<file path="config.mk">
export PLATFORM = sky130hd
export DESIGN_NAME = aes_job_sequencer
export DESIGN_NICKNAME = d
export VERILOG_FILES = /design/src/rtl/aes_seq_pkg.sv /design/src/rtl/aes_seq_result_buf.sv /design/src/rtl/aes_job_sequencer.sv
export SDC_FILE = /design/constraint.sdc
export NUM_CORES = 1
export LEC_CHECK = 0
export CAP_MARGIN = 20
export CORE_MARGIN = 8
export CORE_UTILIZATION = 45
export CTS_BUF_LIST = sky130_fd_sc_hd__clkbuf_16
export CTS_CLUSTER_SIZE = 16
export DETAILED_ROUTE_END_ITERATION = 6
export GPL_ROUTABILITY_DRIVEN = 0
export HOLD_SLACK_MARGIN = 0.03
export PLACE_DENSITY = 0.75
export SETUP_SLACK_MARGIN = 0.2
export SLEW_MARGIN = 20
export SYNTH_ARGS = -nofsm -noshare
export SYNTH_HDL_FRONTEND = slang
export SYNTH_HIERARCHICAL = 1
export SYNTH_SLANG_ARGS = --single-unit
export TNS_END_PERCENT = 30
</file>
<file path="constraint.sdc">
create_clock -name clk_in1 -period 15 [get_ports clk_in1]
set_input_delay 1.5 -clock clk_in1 [delete_from_list [all_inputs] [get_ports clk_in1]]
set_output_delay 1.5 -clock clk_in1 [all_outputs]
set_load 0.005 [all_outputs]
</file>
<file path="src/rtl/aes_seq_pkg.sv">
// Shared definitions for the AES job sequencer and its register file.
package aes_seq_pkg;

    typedef enum logic [1:0] {
        StIdle,
        StLaunch,
        StWait,
        StReady
    } seq_state_e;

    // Sticky error flag bit positions
    localparam int unsigned ERR_OVF      = 0;
    localparam int unsigned ERR_BADSTART = 1;
    localparam int unsigned ERR_UNF      = 2;
    localparam int unsigned ERR_TMO      = 3;
    localparam int unsigned ERR_W        = 4;

    localparam int unsigned TEXT_W    = 128;
    localparam int unsigned KEY_W     = 256;
    localparam int unsigned TXT_CNT_W = 3;
    localparam int unsigned KEY_CNT_W = 4;

    // Register offsets decoded by the register file
    localparam logic [7:0] REG_CTRL     = 8'h04;
    localparam logic [7:0] REG_STATUS   = 8'h08;
    localparam logic [7:0] REG_WR_PORT0 = 8'h10;
    localparam logic [7:0] REG_WR_PORT1 = 8'h14;
    localparam logic [7:0] REG_WR_PORT2 = 8'h18;
    localparam logic [7:0] REG_WR_PORT3 = 8'h1C;
    localparam logic [7:0] REG_RD_PORT0 = 8'h20;
    localparam logic [7:0] REG_RD_PORT1 = 8'h24;

endpackage

</file>
<file path="src/rtl/aes_seq_result_buf.sv">
// Result capture buffer: holds one block, drained MSB word first, one word per read.
module aes_seq_result_buf #(
    parameter int unsigned DATA_W = 32,
    parameter int unsigned WORDS  = 4
) (
    input  logic                      clk_i,
    input  logic                      rst_i,
    input  logic                      clr_i,
    input  logic                      cap_i,
    input  logic [DATA_W*WORDS-1:0]   cap_data_i,
    input  logic                      rd_req_i,
    input  logic                      rd_en_i,
    output logic [DATA_W-1:0]         rd_data_o,
    output logic                      rd_valid_o,
    output logic                      empty_o,
    output logic                      last_o
);

    localparam int unsigned PtrW = (WORDS > 1) ? $clog2(WORDS) : 1;

    logic [DATA_W*WORDS-1:0] data_q, data_d;
    logic [PtrW-1:0]         ptr_q, ptr_d;
    logic                    empty_q, empty_d;
    logic [DATA_W-1:0]       rd_data_q, rd_data_d;
    logic                    rd_valid_q, rd_valid_d;
    logic                    hit;

    assign hit    = rd_req_i && rd_en_i && !empty_q;
    assign last_o = hit && (ptr_q == PtrW'(WORDS - 1));

    // Next-state: capture/clear/pop; every read request gets a response, zero when not a hit
    always_comb begin
        data_d     = data_q;
        ptr_d      = ptr_q;
        empty_d    = empty_q;
        rd_valid_d = rd_req_i;
        rd_data_d  = '0;
        if (hit) begin
            for (int unsigned w = 0; w < WORDS; w++) begin
                if (ptr_q == PtrW'(w)) rd_data_d = data_q[DATA_W*(WORDS-w)-1 -: DATA_W];
            end
        end
        if (clr_i) begin
            empty_d = 1'b1;
            ptr_d   = '0;
        end else if (cap_i) begin
            data_d  = cap_data_i;
            empty_d = 1'b0;
            ptr_d   = '0;
        end else if (hit) begin
            ptr_d = ptr_q + PtrW'(1);
            if (last_o) empty_d = 1'b1;
        end
    end

    // State registers
    always_ff @(posedge clk_i or posedge rst_i) begin
        if (rst_i) begin
            data_q     <= '0;
            ptr_q      <= '0;
            empty_q    <= 1'b1;
            rd_data_q  <= '0;
            rd_valid_q <= 1'b0;
        end else begin
            data_q     <= data_d;
            ptr_q      <= ptr_d;
            empty_q    <= empty_d;
            rd_data_q  <= rd_data_d;
            rd_valid_q <= rd_valid_d;
        end
    end

    assign rd_data_o  = rd_data_q;
    assign rd_valid_o = rd_valid_q;
    assign empty_o    = empty_q;

endmodule

</file>
<file path="src/rtl/aes_job_sequencer.sv">
// Job sequencer between the register file and the AES-256 core.
// Optional watchdog enabled by defining AES_SEQ_TIMEOUT_EN.
module aes_job_sequencer
    import aes_seq_pkg::*;
#(
    parameter int unsigned DATA_W      = 32,
    parameter int unsigned TEXT_WORDS  = 4,
    parameter int unsigned KEY_WORDS   = 8,
    parameter int unsigned TIMEOUT_CYC = 1024
) (
    input  logic                           clk_in1,
    input  logic                           reset,
    input  logic                           txt_wr,
    input  logic                           key_wr,
    input  logic [DATA_W-1:0]              wr_data,
    input  logic                           start_enc,
    input  logic                           start_dec,
    input  logic                           clr,
    input  logic                           rd_req,
    output logic [DATA_W-1:0]              rd_data,
    output logic                           rd_valid,
    output logic                           busy,
    output logic                           done,
    output logic [ERR_W-1:0]               err,
    output logic [TXT_CNT_W-1:0]           txt_cnt,
    output logic [KEY_CNT_W-1:0]           key_cnt,
    output logic                           core_start,
    output logic                           core_dec,
    output logic [DATA_W*TEXT_WORDS-1:0]   core_text,
    output logic [DATA_W*KEY_WORDS-1:0]    core_key,
    input  logic                           core_done,
    input  logic [DATA_W*TEXT_WORDS-1:0]   core_result
);

    seq_state_e                  state_q, state_d;
    logic [TXT_CNT_W-1:0]        txt_cnt_q, txt_cnt_d;
    logic [KEY_CNT_W-1:0]        key_cnt_q, key_cnt_d;
    logic [DATA_W*TEXT_WORDS-1:0] text_q, text_d;
    logic [DATA_W*KEY_WORDS-1:0]  key_q, key_d;
    logic                        core_dec_q, core_dec_d;
    logic                        core_start_q, core_start_d;
    logic [ERR_W-1:0]            err_q, err_d;
    logic                        load_ok, in_flight, accept;
    logic                        buf_clr, buf_cap, buf_empty, buf_last;
    logic                        wdog_expire;

    assign load_ok   = (state_q == StIdle) || (state_q == StReady);
    assign in_flight = (state_q == StLaunch) || (state_q == StWait);
    assign accept    = !clr && load_ok && (start_enc ^ start_dec)
                       && (txt_cnt_q == TXT_CNT_W'(TEXT_WORDS))
                       && (key_cnt_q == KEY_CNT_W'(KEY_WORDS));

`ifdef AES_SEQ_TIMEOUT_EN
    localparam int unsigned WdogW = $clog2(TIMEOUT_CYC) + 1;
    logic [WdogW-1:0] wdog_q, wdog_d;

    // Watchdog counts WAIT cycles from zero; expiry lands the count on TIMEOUT_CYC-1
    always_comb begin
        wdog_d = '0;
        if (state_q == StWait) wdog_d = wdog_q + WdogW'(1);
    end

    assign wdog_expire = (state_q == StWait) && (wdog_q == WdogW'(TIMEOUT_CYC - 2));

    // Watchdog register
    always_ff @(posedge clk_in1 or posedge reset) begin
        if (reset) wdog_q <= '0;
        else       wdog_q <= wdog_d;
    end
`else
    logic unused_timeout;
    assign unused_timeout = ^TIMEOUT_CYC;
    assign wdog_expire    = 1'b0;
`endif

    // Next-state: clear, job acceptance, operand loading, then FSM progress and errors
    always_comb begin
        state_d      = state_q;
        txt_cnt_d    = txt_cnt_q;
        key_cnt_d    = key_cnt_q;
        text_d       = text_q;
        key_d        = key_q;
        core_dec_d   = core_dec_q;
        core_start_d = 1'b0;
        err_d        = err_q;
        buf_clr      = 1'b0;
        buf_cap      = 1'b0;

        if (clr) begin
            err_d = '0;
            if (!in_flight) begin
                state_d   = StIdle;
                txt_cnt_d = '0;
                key_cnt_d = '0;
                buf_clr   = 1'b1;
            end
        end else begin
            if (accept) begin
                state_d      = StLaunch;
                core_dec_d   = start_dec;
                core_start_d = 1'b1;
                txt_cnt_d    = '0;
                key_cnt_d    = '0;
                buf_clr      = 1'b1;
            end else if (start_enc || start_dec) begin
                err_d[ERR_BADSTART] = 1'b1;
            end
            // Writes see the post-accept counters, so they start the next job's operands
            if (txt_wr) begin
                if (load_ok && (txt_cnt_d < TXT_CNT_W'(TEXT_WORDS))) begin
                    for (int unsigned w = 0; w < TEXT_WORDS; w++) begin
                        if (txt_cnt_d == TXT_CNT_W'(w))
                            text_d[DATA_W*(TEXT_WORDS-w)-1 -: DATA_W] = wr_data;
                    end
                    txt_cnt_d = txt_cnt_d + TXT_CNT_W'(1);
                end else begin
                    err_d[ERR_OVF] = 1'b1;
                end
            end
            if (key_wr) begin
                if (load_ok && (key_cnt_d < KEY_CNT_W'(KEY_WORDS))) begin
                    for (int unsigned w = 0; w < KEY_WORDS; w++) begin
                        if (key_cnt_d == KEY_CNT_W'(w))
                            key_d[DATA_W*(KEY_WORDS-w)-1 -: DATA_W] = wr_data;
                    end
                    key_cnt_d = key_cnt_d + KEY_CNT_W'(1);
                end else begin
                    err_d[ERR_OVF] = 1'b1;
                end
            end
        end

        unique case (state_q)
            StIdle: ;
            StLaunch: state_d = StWait;
            StWait: begin
                if (core_done) begin
                    buf_cap = 1'b1;
                    state_d = StReady;
                end else if (wdog_expire) begin
                    err_d[ERR_TMO] = 1'b1;
                    state_d        = StIdle;
                end
            end
            StReady: if (buf_last && (state_d == StReady)) state_d = StIdle;
        endcase

        if (rd_req && !((state_q == StReady) && !buf_empty)) err_d[ERR_UNF] = 1'b1;
    end

    // State registers
    always_ff @(posedge clk_in1 or posedge reset) begin
        if (reset) begin
            state_q      <= StIdle;
            txt_cnt_q    <= '0;
            key_cnt_q    <= '0;
            text_q       <= '0;
            key_q        <= '0;
            core_dec_q   <= 1'b0;
            core_start_q <= 1'b0;
            err_q        <= '0;
        end else begin
            state_q      <= state_d;
            txt_cnt_q    <= txt_cnt_d;
            key_cnt_q    <= key_cnt_d;
            text_q       <= text_d;
            key_q        <= key_d;
            core_dec_q   <= core_dec_d;
            core_start_q <= core_start_d;
            err_q        <= err_d;
        end
    end

    aes_seq_result_buf #(
        .DATA_W (DATA_W),
        .WORDS  (TEXT_WORDS)
    ) u_result_buf (
        .clk_i      (clk_in1),
        .rst_i      (reset),
        .clr_i      (buf_clr),
        .cap_i      (buf_cap),
        .cap_data_i (core_result),
        .rd_req_i   (rd_req),
        .rd_en_i    (state_q == StReady),
        .rd_data_o  (rd_data),
        .rd_valid_o (rd_valid),
        .empty_o    (buf_empty),
        .last_o     (buf_last)
    );

    assign busy       = in_flight;
    assign done       = !buf_empty;
    assign err        = err_q;
    assign txt_cnt    = txt_cnt_q;
    assign key_cnt    = key_cnt_q;
    assign core_start = core_start_q;
    assign core_dec   = core_dec_q;
    assign core_text  = text_q;
    assign core_key   = key_q;

endmodule

</file>
==> metrics.md, run 1 <==
| Metric | Value |
|---|---|
| Final Cycle Share | `33.9%` |
| Total GRT Usage | `23.4%` |
| CTS Root Cell | `clkbuf_16` |
| IO buf count | `599` |
| Slew @ Worst Pin | `1.02 ns` |
| RSZ-0062 raised after global routing | `no` |
| TNS Setup | `0 ns` |
| Starting Density | `about 45%` |
| Gr ovfl total | `0` |
| Final nets | `2231` |
| Pwr dens | `182 nW/µm²` |
| CP Max Fanout | `70` |
| Max-cap violations | `0` |
| Layout cells sized above 1 | `28.9%` |
| Simple-gate share of the synthesized area | `3.07%` |
| Netlist cell types | `52` |
| Largest net degree at the start of global routing | `110` |
| Wire length per cell | `between 20 and 30 µm` |
| CTS clock-pin slew for the worst setup and hold paths | `0.06 ns` |
| Num CTS Buffers | `57` |
| Critical-path top delay cell | `buf_4` |
| Clk sinks | `562` |
| Die area | `58800 µm²` |
| Postcts setup bufs | `0` |
| Post-Route WL | `about 70 mm` |
| CP Buf/Inv Count | `3` |
| Outcome | `finished clean` |
| Most common cell in the synthesized netlist | `dfrtp_1` |
| Area fraction of the dominant cell type after synthesis | `60.8%` |
| Hold buffer count at cts | `0` |
| Synthesized flop and latch total | `562` |
| Seq/Total Area, Yosys | `about three fifths` |
| Syn nets | `about 1.7k` |
| Sw frac | `27.7%` |
| Antenna viol nets, final | `0` |
| Core area | `51000 µm²` |
| Post-Synth Adder-Cell Area | `under 10%` |
| Vias in the first global route | `between 15k and 20k` |
| YS warnings | `6` |
| Syn Inst Count | `1474` |
| Startpoint Class | `input pin` |
| VDD IR-drop max | `0.0958 mV` |
| Predominant post-synthesis flop cell | `dfrtp_1` |
| Rows | `83` |
| Final Instance Area | `31200 µm²` |
| Placed Area | `29300 µm²` |
| Avg Synthesized Cell Area | `between 15 and 20 µm²` |
| H-Tree Depth | `2` |
| Drt pass-1 iters | `5` |
| Top cell family by delay on the critical path | `buffers and inverters` |
| Fin util | `61.2%` |
| Mux share of post-synthesis cell area | `between 20% and 30%` |
| Die Ht | `242 µm` |
| Cell internal pwr | `4090 µW` |
| Final hold viol count | `0` |
| Largest family of logic cells by synthesized area | `multiplexers` |
| CP Cell Sequence | `clkdlybuf4s50_1 > and4b_1 > nand2_1 > o21ai_0 > nor2b_4 > buf_6 > buf_4 > mux2_2` |
| TritonCTS clock tree | `done` |
| Async SR Flop Fraction | `100%` |
| Chip Width | `about 240 µm` |
| Starting DRC count in detailed routing | `760` |
| Synth cell count leaders | `561 x dfrtp_1, 338 x mux2_2, 135 x mux2_4, 45 x nand2_1, 42 x o21ai_0` |
| Drt drc | `0` |
| First-pass GRT wire length | `106 mm` |
| Mapped cell area | `approximately 23000 µm²` |
| Initial antenna violation count | `3` |
| Yosys top cell by area | `dfrtp_1` |
| Post-synth EDFFs | `0` |
| Fmax | `between 150 and 200 MHz` |
| Setup-failing EPs final | `0` |
| Combinational fraction of design power | `33.0%` |
| Clk pwr share | `25.6%` |
| CP required | `15.48 ns` |
| CP Class | `input pin to register` |
| Part of the power in registers | `41.5%` |
| Net Switching | `1570 µW` |
| Slew HR | `32.1%` |
| Cts repair resizes | `0` |
| Worst-skew pair later-pin latency | `0.60 ns` |
| Top cells by area, synth | `dfrtp_1 61%, mux2_2 16%, mux2_4 8.8%, mux2_1 1.9%, a32o_1 1.3%` |
| Minimum clock period | `5.09 ns` |
| Post-Synth XOR/XNOR Area | `0.0379%` |
| Clock Skew | `0.0251 ns` |
| Max stage delay on crit path | `0.90 ns` |
| Leak Pwr | `0.0141 µW` |
| Via/cell ratio | `5.29` |
| Slew Viols, Final | `0` |
| Clk buf depth | `3` |
| Critical path data arrival time | `around 5.6 ns` |
| Layout area overhead | `35.2%` |
| Dpl hpwl | `50.6 mm` |
| Compound-cell area share of the yosys netlist | `3.70%` |
| Endpoint type of the worst setup path | `register` |
| Min-Delay Path Class | `register to register` |
| Routed via count | `14.7k` |
| IO Count | `about 600` |
layout make-up:
class	count	area, µm²
diodes	1	2.50
well taps	680	851
clock buffers	59	1480
multi-input cells	783	8140
flip-flops and latches	562	14100
fillers	3862	19800
inverters	18	80.1
clock inverters	48	434
repair buffers	621	6170
registers in the layout (all words and copies together) (netlist names):
register,count
key_cnt,4
u_result_buf/rd_data_o,32
core_text,128
u_result_buf/empty_o,1
core_key,256
state_q,2
u_result_buf/data_q,128
core_dec,1
core_start,1
u_result_buf/ptr_q,2
err,3
txt_cnt,3
u_result_buf/rd_valid_o,1
routing by layer:
metal	vias up	routed length, µm	track usage (%)
met1	7652	28700	29.3
met5	-	27	0
met4	4	1940	6.67
li1	6346	-	-
met3	111	5250	6.96
met2	548	34800	39.1
path summary, 6_finish.rpt:
check                               from                  endpoint  slack (ns)  cells past startpoint
max in group asynchronous          reset             core_key[240]       11.25                      4
max reg2reg                   state_q[0]   u_result_buf/data_q[35]       10.65                      9
min                        core_key[162]             core_key[162]        0.48                      1
min in group asynchronous          reset  u_result_buf/data_q[104]        1.59                      2
max                                  clr   u_result_buf/data_q[35]        9.91                      8
min reg2reg                core_key[162]             core_key[162]        0.48                      1
through the flow:
stage	hold WS (ns)	instances	setup WS (ns)	power [µW]
4_1_cts	0.490	2771	9.77	5720
5_1_grt	0.509	2772	9.77	5930
3_3_place_gp	0.468	2664	9.24	4180
3_5_place_dp	0.476	2664	9.10	4250
2_1_floorplan	0.462	1474	2.43	3170
6_report	0.484	2772	9.91	5670
power groups by stage:
| stage | logic [µW] | registers [µW] | clock network [µW] |
|---|---|---|---|
| floorplan | 837 | 2330 | 0 |
| global placement | 1840 | 2340 | 0 |
| detailed placement | 1890 | 2360 | 0 |
| CTS | 1900 | 2350 | 1480 |
| global route | 1980 | 2410 | 1540 |
| finish | 1870 | 2350 | 1450 |
cells in the final DEF, fill, tap and decap left out, types with 8 or more instances in the layout:
| cell type | n |
|---|---|
| a21oi_1 | 40 |
| a32o_1 | 31 |
| buf_4 | 20 |
| bufinv_16 | 8 |
| clkbuf_16 | 59 |
| clkdlybuf4s50_1 | 599 |
| clkinv_1 | 18 |
| clkinv_2 | 13 |
| dfrtp_1 | 561 |
| ha_1 | 17 |
| inv_1 | 19 |
| mux2_1 | 38 |
| mux2_2 | 338 |
| mux2_4 | 135 |
| nand2_1 | 41 |
| nand2b_1 | 31 |
| nor2_1 | 9 |
| o21ai_0 | 42 |
kinds of logic (layout without fill, tap and decap cells):
logic type	count (synthesis)	in the layout
compound gates	127	127
xor+xnor	1	1
fa+ha+maj	19	19
buf+inv	129	746
flops	562	562
mux	514	514
other cells	1	2
simple gates	121	121
No activity file was read; power rests on OpenSTA's default activity.
==> run 2, diff against run 1 <==
CORE_UTILIZATION = 44   (was 45)
PLACE_DENSITY = 0.76   (was 0.75)
clock period = 4.58 ns   (was 15 ns; I/O delays follow)
==> run 2 against run 1 <==
Effect of this change:
- die area increased by 2.1%
- combinational power increased to 3.3 times the previous value
- cell count increased by 0.51%
- worst setup slack got worse by 8.7 ns
- highest routed layer unchanged
- global-route usage decreased by 0.68 points
- first-iteration DRC count increased by 16%
- clock-buffer cell count decreased by 1
- sequential cell count unchanged
- largest cell class unchanged
- non-clock buffer count increased by 8
- utilization decreased by 1.2 points
- clock power increased to 3.2 times the previous value
- cell area increased by 0.36%
==> metrics.md, run 2 (same netlist as run 1, synthesis figures left out) <==
| Metric | Value |
|---|---|
| Outcome | `finished clean` |
| Cell internal pwr | `13300 µW` |
| Endpoint type of the worst setup path | `register` |
| Max reg flops | `256` |
| Die area | `60000 µm²` |
| Dpl hpwl | `51.1 mm` |
| Starting DRC count in detailed routing | `881` |
| TritonCTS clock tree | `done` |
| Hold buffer count at cts | `0` |
| Initial antenna violation count | `6` |
| Via/cell ratio | `roughly 5.2` |
| WHS | `0.444 ns` |
| CP Cell Sequence | `inv_1 > ha_1 > nor4b_1 > nand2_1 > nor2_4 > buf_4 > mux2_2` |
| Layout cells sized above 1 | `29.2%` |
| Total GRT Usage | `22.7%` |
| Final nets | `between 2k and 2.5k` |
| Slew @ Worst Pin | `1.03 ns` |
| Final hold viol count | `0` |
| Startpoint Class | `register` |
| Clock Skew | `0.0222 ns` |
| Slew Viols, Final | `0` |
| Final Total Pwr | `18500 µW` |
| Clk pwr share | `25.2%` |
| Clk buf depth | `3` |
| Net Switching | `around 5100 µW` |
| Max stage delay on crit path | `just under 0.7 ns` |
| First-pass GRT wire length | `104 mm` |
| Critical path data arrival time | `around 3.8 ns` |
| Wire length per cell | `25.3 µm` |
| Crit path depth | `7` |
| Setup-failing EPs final | `0` |
| CP Class | `register to register` |
| FF-to-FF setup slack | `1.22 ns` |
| M3 GR Usage | `7.65%` |
| Critical-path top delay cell | `nor4b_1` |
| RSZ-0062 raised after global routing | `no` |
| Post-Route WL | `70.6 mm` |
| Postcts setup bufs | `0` |
| Leak Pwr | `~0.014 µW` |
| Antenna viol nets, final | `0` |
| CTS clock-pin slew for the worst setup and hold paths | `approximately 0.06 ns` |
| Clk sinks | `around 560` |
| Part of the power in registers | `41.8%` |
| Most frequent cells in the layout | `599 x clkdlybuf4s50_1, 561 x dfrtp_1, 338 x mux2_2` |
| Final Cycle Share | `73.3%` |
| CP endpoint | `core_key[135]` |
| Min-Delay Path Class | `input pin to register` |
| Starting Density | `between 40% and 50%` |
| Top cell family by delay on the critical path | `simple AND/OR/NAND/NOR gates` |
| Minimum clock period | `3.36 ns` |
| Sw frac | `27.8%` |
| Fmax | `298 MHz` |
| Combinational fraction of design power | `33.0%` |
| R2R Path Start | `state_q[0]` |
| Pwr dens | `around 590 nW/µm²` |
| Slew HR | `a little under a third` |
| Chip Width | `245 µm` |
| Worst reg2reg path depth | `7` |
| CP required | `5.06 ns` |
| Core area | `roughly 52000 µm²` |
| Most common cell after layout, fill and taps aside | `clkdlybuf4s50_1` |
| Drt pass-1 iters | `5` |
| Met2 usage | `37.3%` |
| RR Endpoint | `core_key[135]` |
| GRT busiest layer | `met2` |
| Vias in the first global route | `about 16k` |
| Gr ovfl total | `0` |
| Layout area overhead | `35.7%` |
| Cts repair resizes | `0` |
| CP Max Fanout | `22` |
| IO buf count | `599` |
| Largest net degree at the start of global routing | `about 150` |
| Die Ht | `245 µm` |
| Max-cap violations | `0` |
| GRT met1 Usage | `between 20% and 30%` |
| CTS Root Cell | `clkbuf_16` |
| Routed via count | `14.6k` |
| Num CTS Buffers | `56` |
| Worst-skew pair later-pin latency | `0.61 ns` |
| Drt drc | `0` |
| Rows | `84` |
| Worst setup path start | `state_q[0]` |
| CP Buf/Inv Count | `2` |
| H-Tree Depth | `2` |
| VDD IR-drop max | `around 0.30 mV` |
| IO Count | `601` |
-- run 2: power by group through the flow --
stage / logic [µW] / clock network (µW) / registers (µW)
floorplan: 2740 / 0 / 7630
global placement: 6030 / 0 / 7700
detailed placement: 6180 / 0 / 7770
CTS: 6200 / 4750 / 7710
global route: 6500 / 4950 / 7920
finish: 6100 / 4660 / 7720
-- run 2: how the worst min path moves through the flow --
| stage | start | to | slack [ns] | cells after the start |
|---|---|---|---|---|
| after global placement | core_key[214] | core_key[214] | 0.47 | 1 |
| final | core_result[62] | u_result_buf/data_q[62] | 0.44 | 3 |
| after floorplan | u_result_buf/data_q[31] | u_result_buf/rd_data_o[31] | 0.46 | 1 |
| after CTS | core_result[62] | u_result_buf/data_q[62] | 0.41 | 3 |
| after global routing | core_result[62] | u_result_buf/data_q[62] | 0.44 | 3 |
| after detailed placement | core_key[226] | core_key[226] | 0.47 | 1 |
-- run 2: metrics by stage --
step / setup TNS, ns / instances / area [µm²] / utilization (%) / setup slack (ns)
6_report: 0 / 2786 / 31300 / 60.0 / 1.22
5_1_grt: 0 / 2785 / 31300 / 60.0 / 1.04
4_1_cts: 0 / 2784 / 31300 / 59.9 / 1.24
3_5_place_dp: 0 / 2679 / 29400 / 56.3 / 1.05
3_3_place_gp: 0 / 2679 / 29400 / 56.3 / 1.09
2_1_floorplan: -542.32 / 1474 / 23100 / - / -1.24
-- run 2: metal layers --
metal	wire length, µm	vias up	part of all wire (%)
met5	63	-	0.089
met2	34100	591	48
met3	6140	135	8.7
met4	2620	10	3.7
li1	-	6357	-
met1	27600	7491	39
-- run 2: worst min-delay path, cell delays in order --
cell	delay (ns)
clkdlybuf4s50_1	0.41
nand2_1	0.06
o21ai_0	0.06
-- run 2: final cells by class --
type / instances / area, µm²
inverters: 18 / 76.3
well taps: 688 / 861
fillers: 3957 / 20900
flip-flops and latches: 562 / 14100
clock inverters: 47 / 418
repair buffers: 629 / 6330
clock buffers: 58 / 1450
diodes: 1 / 2.50
multi-input cells: 783 / 8120
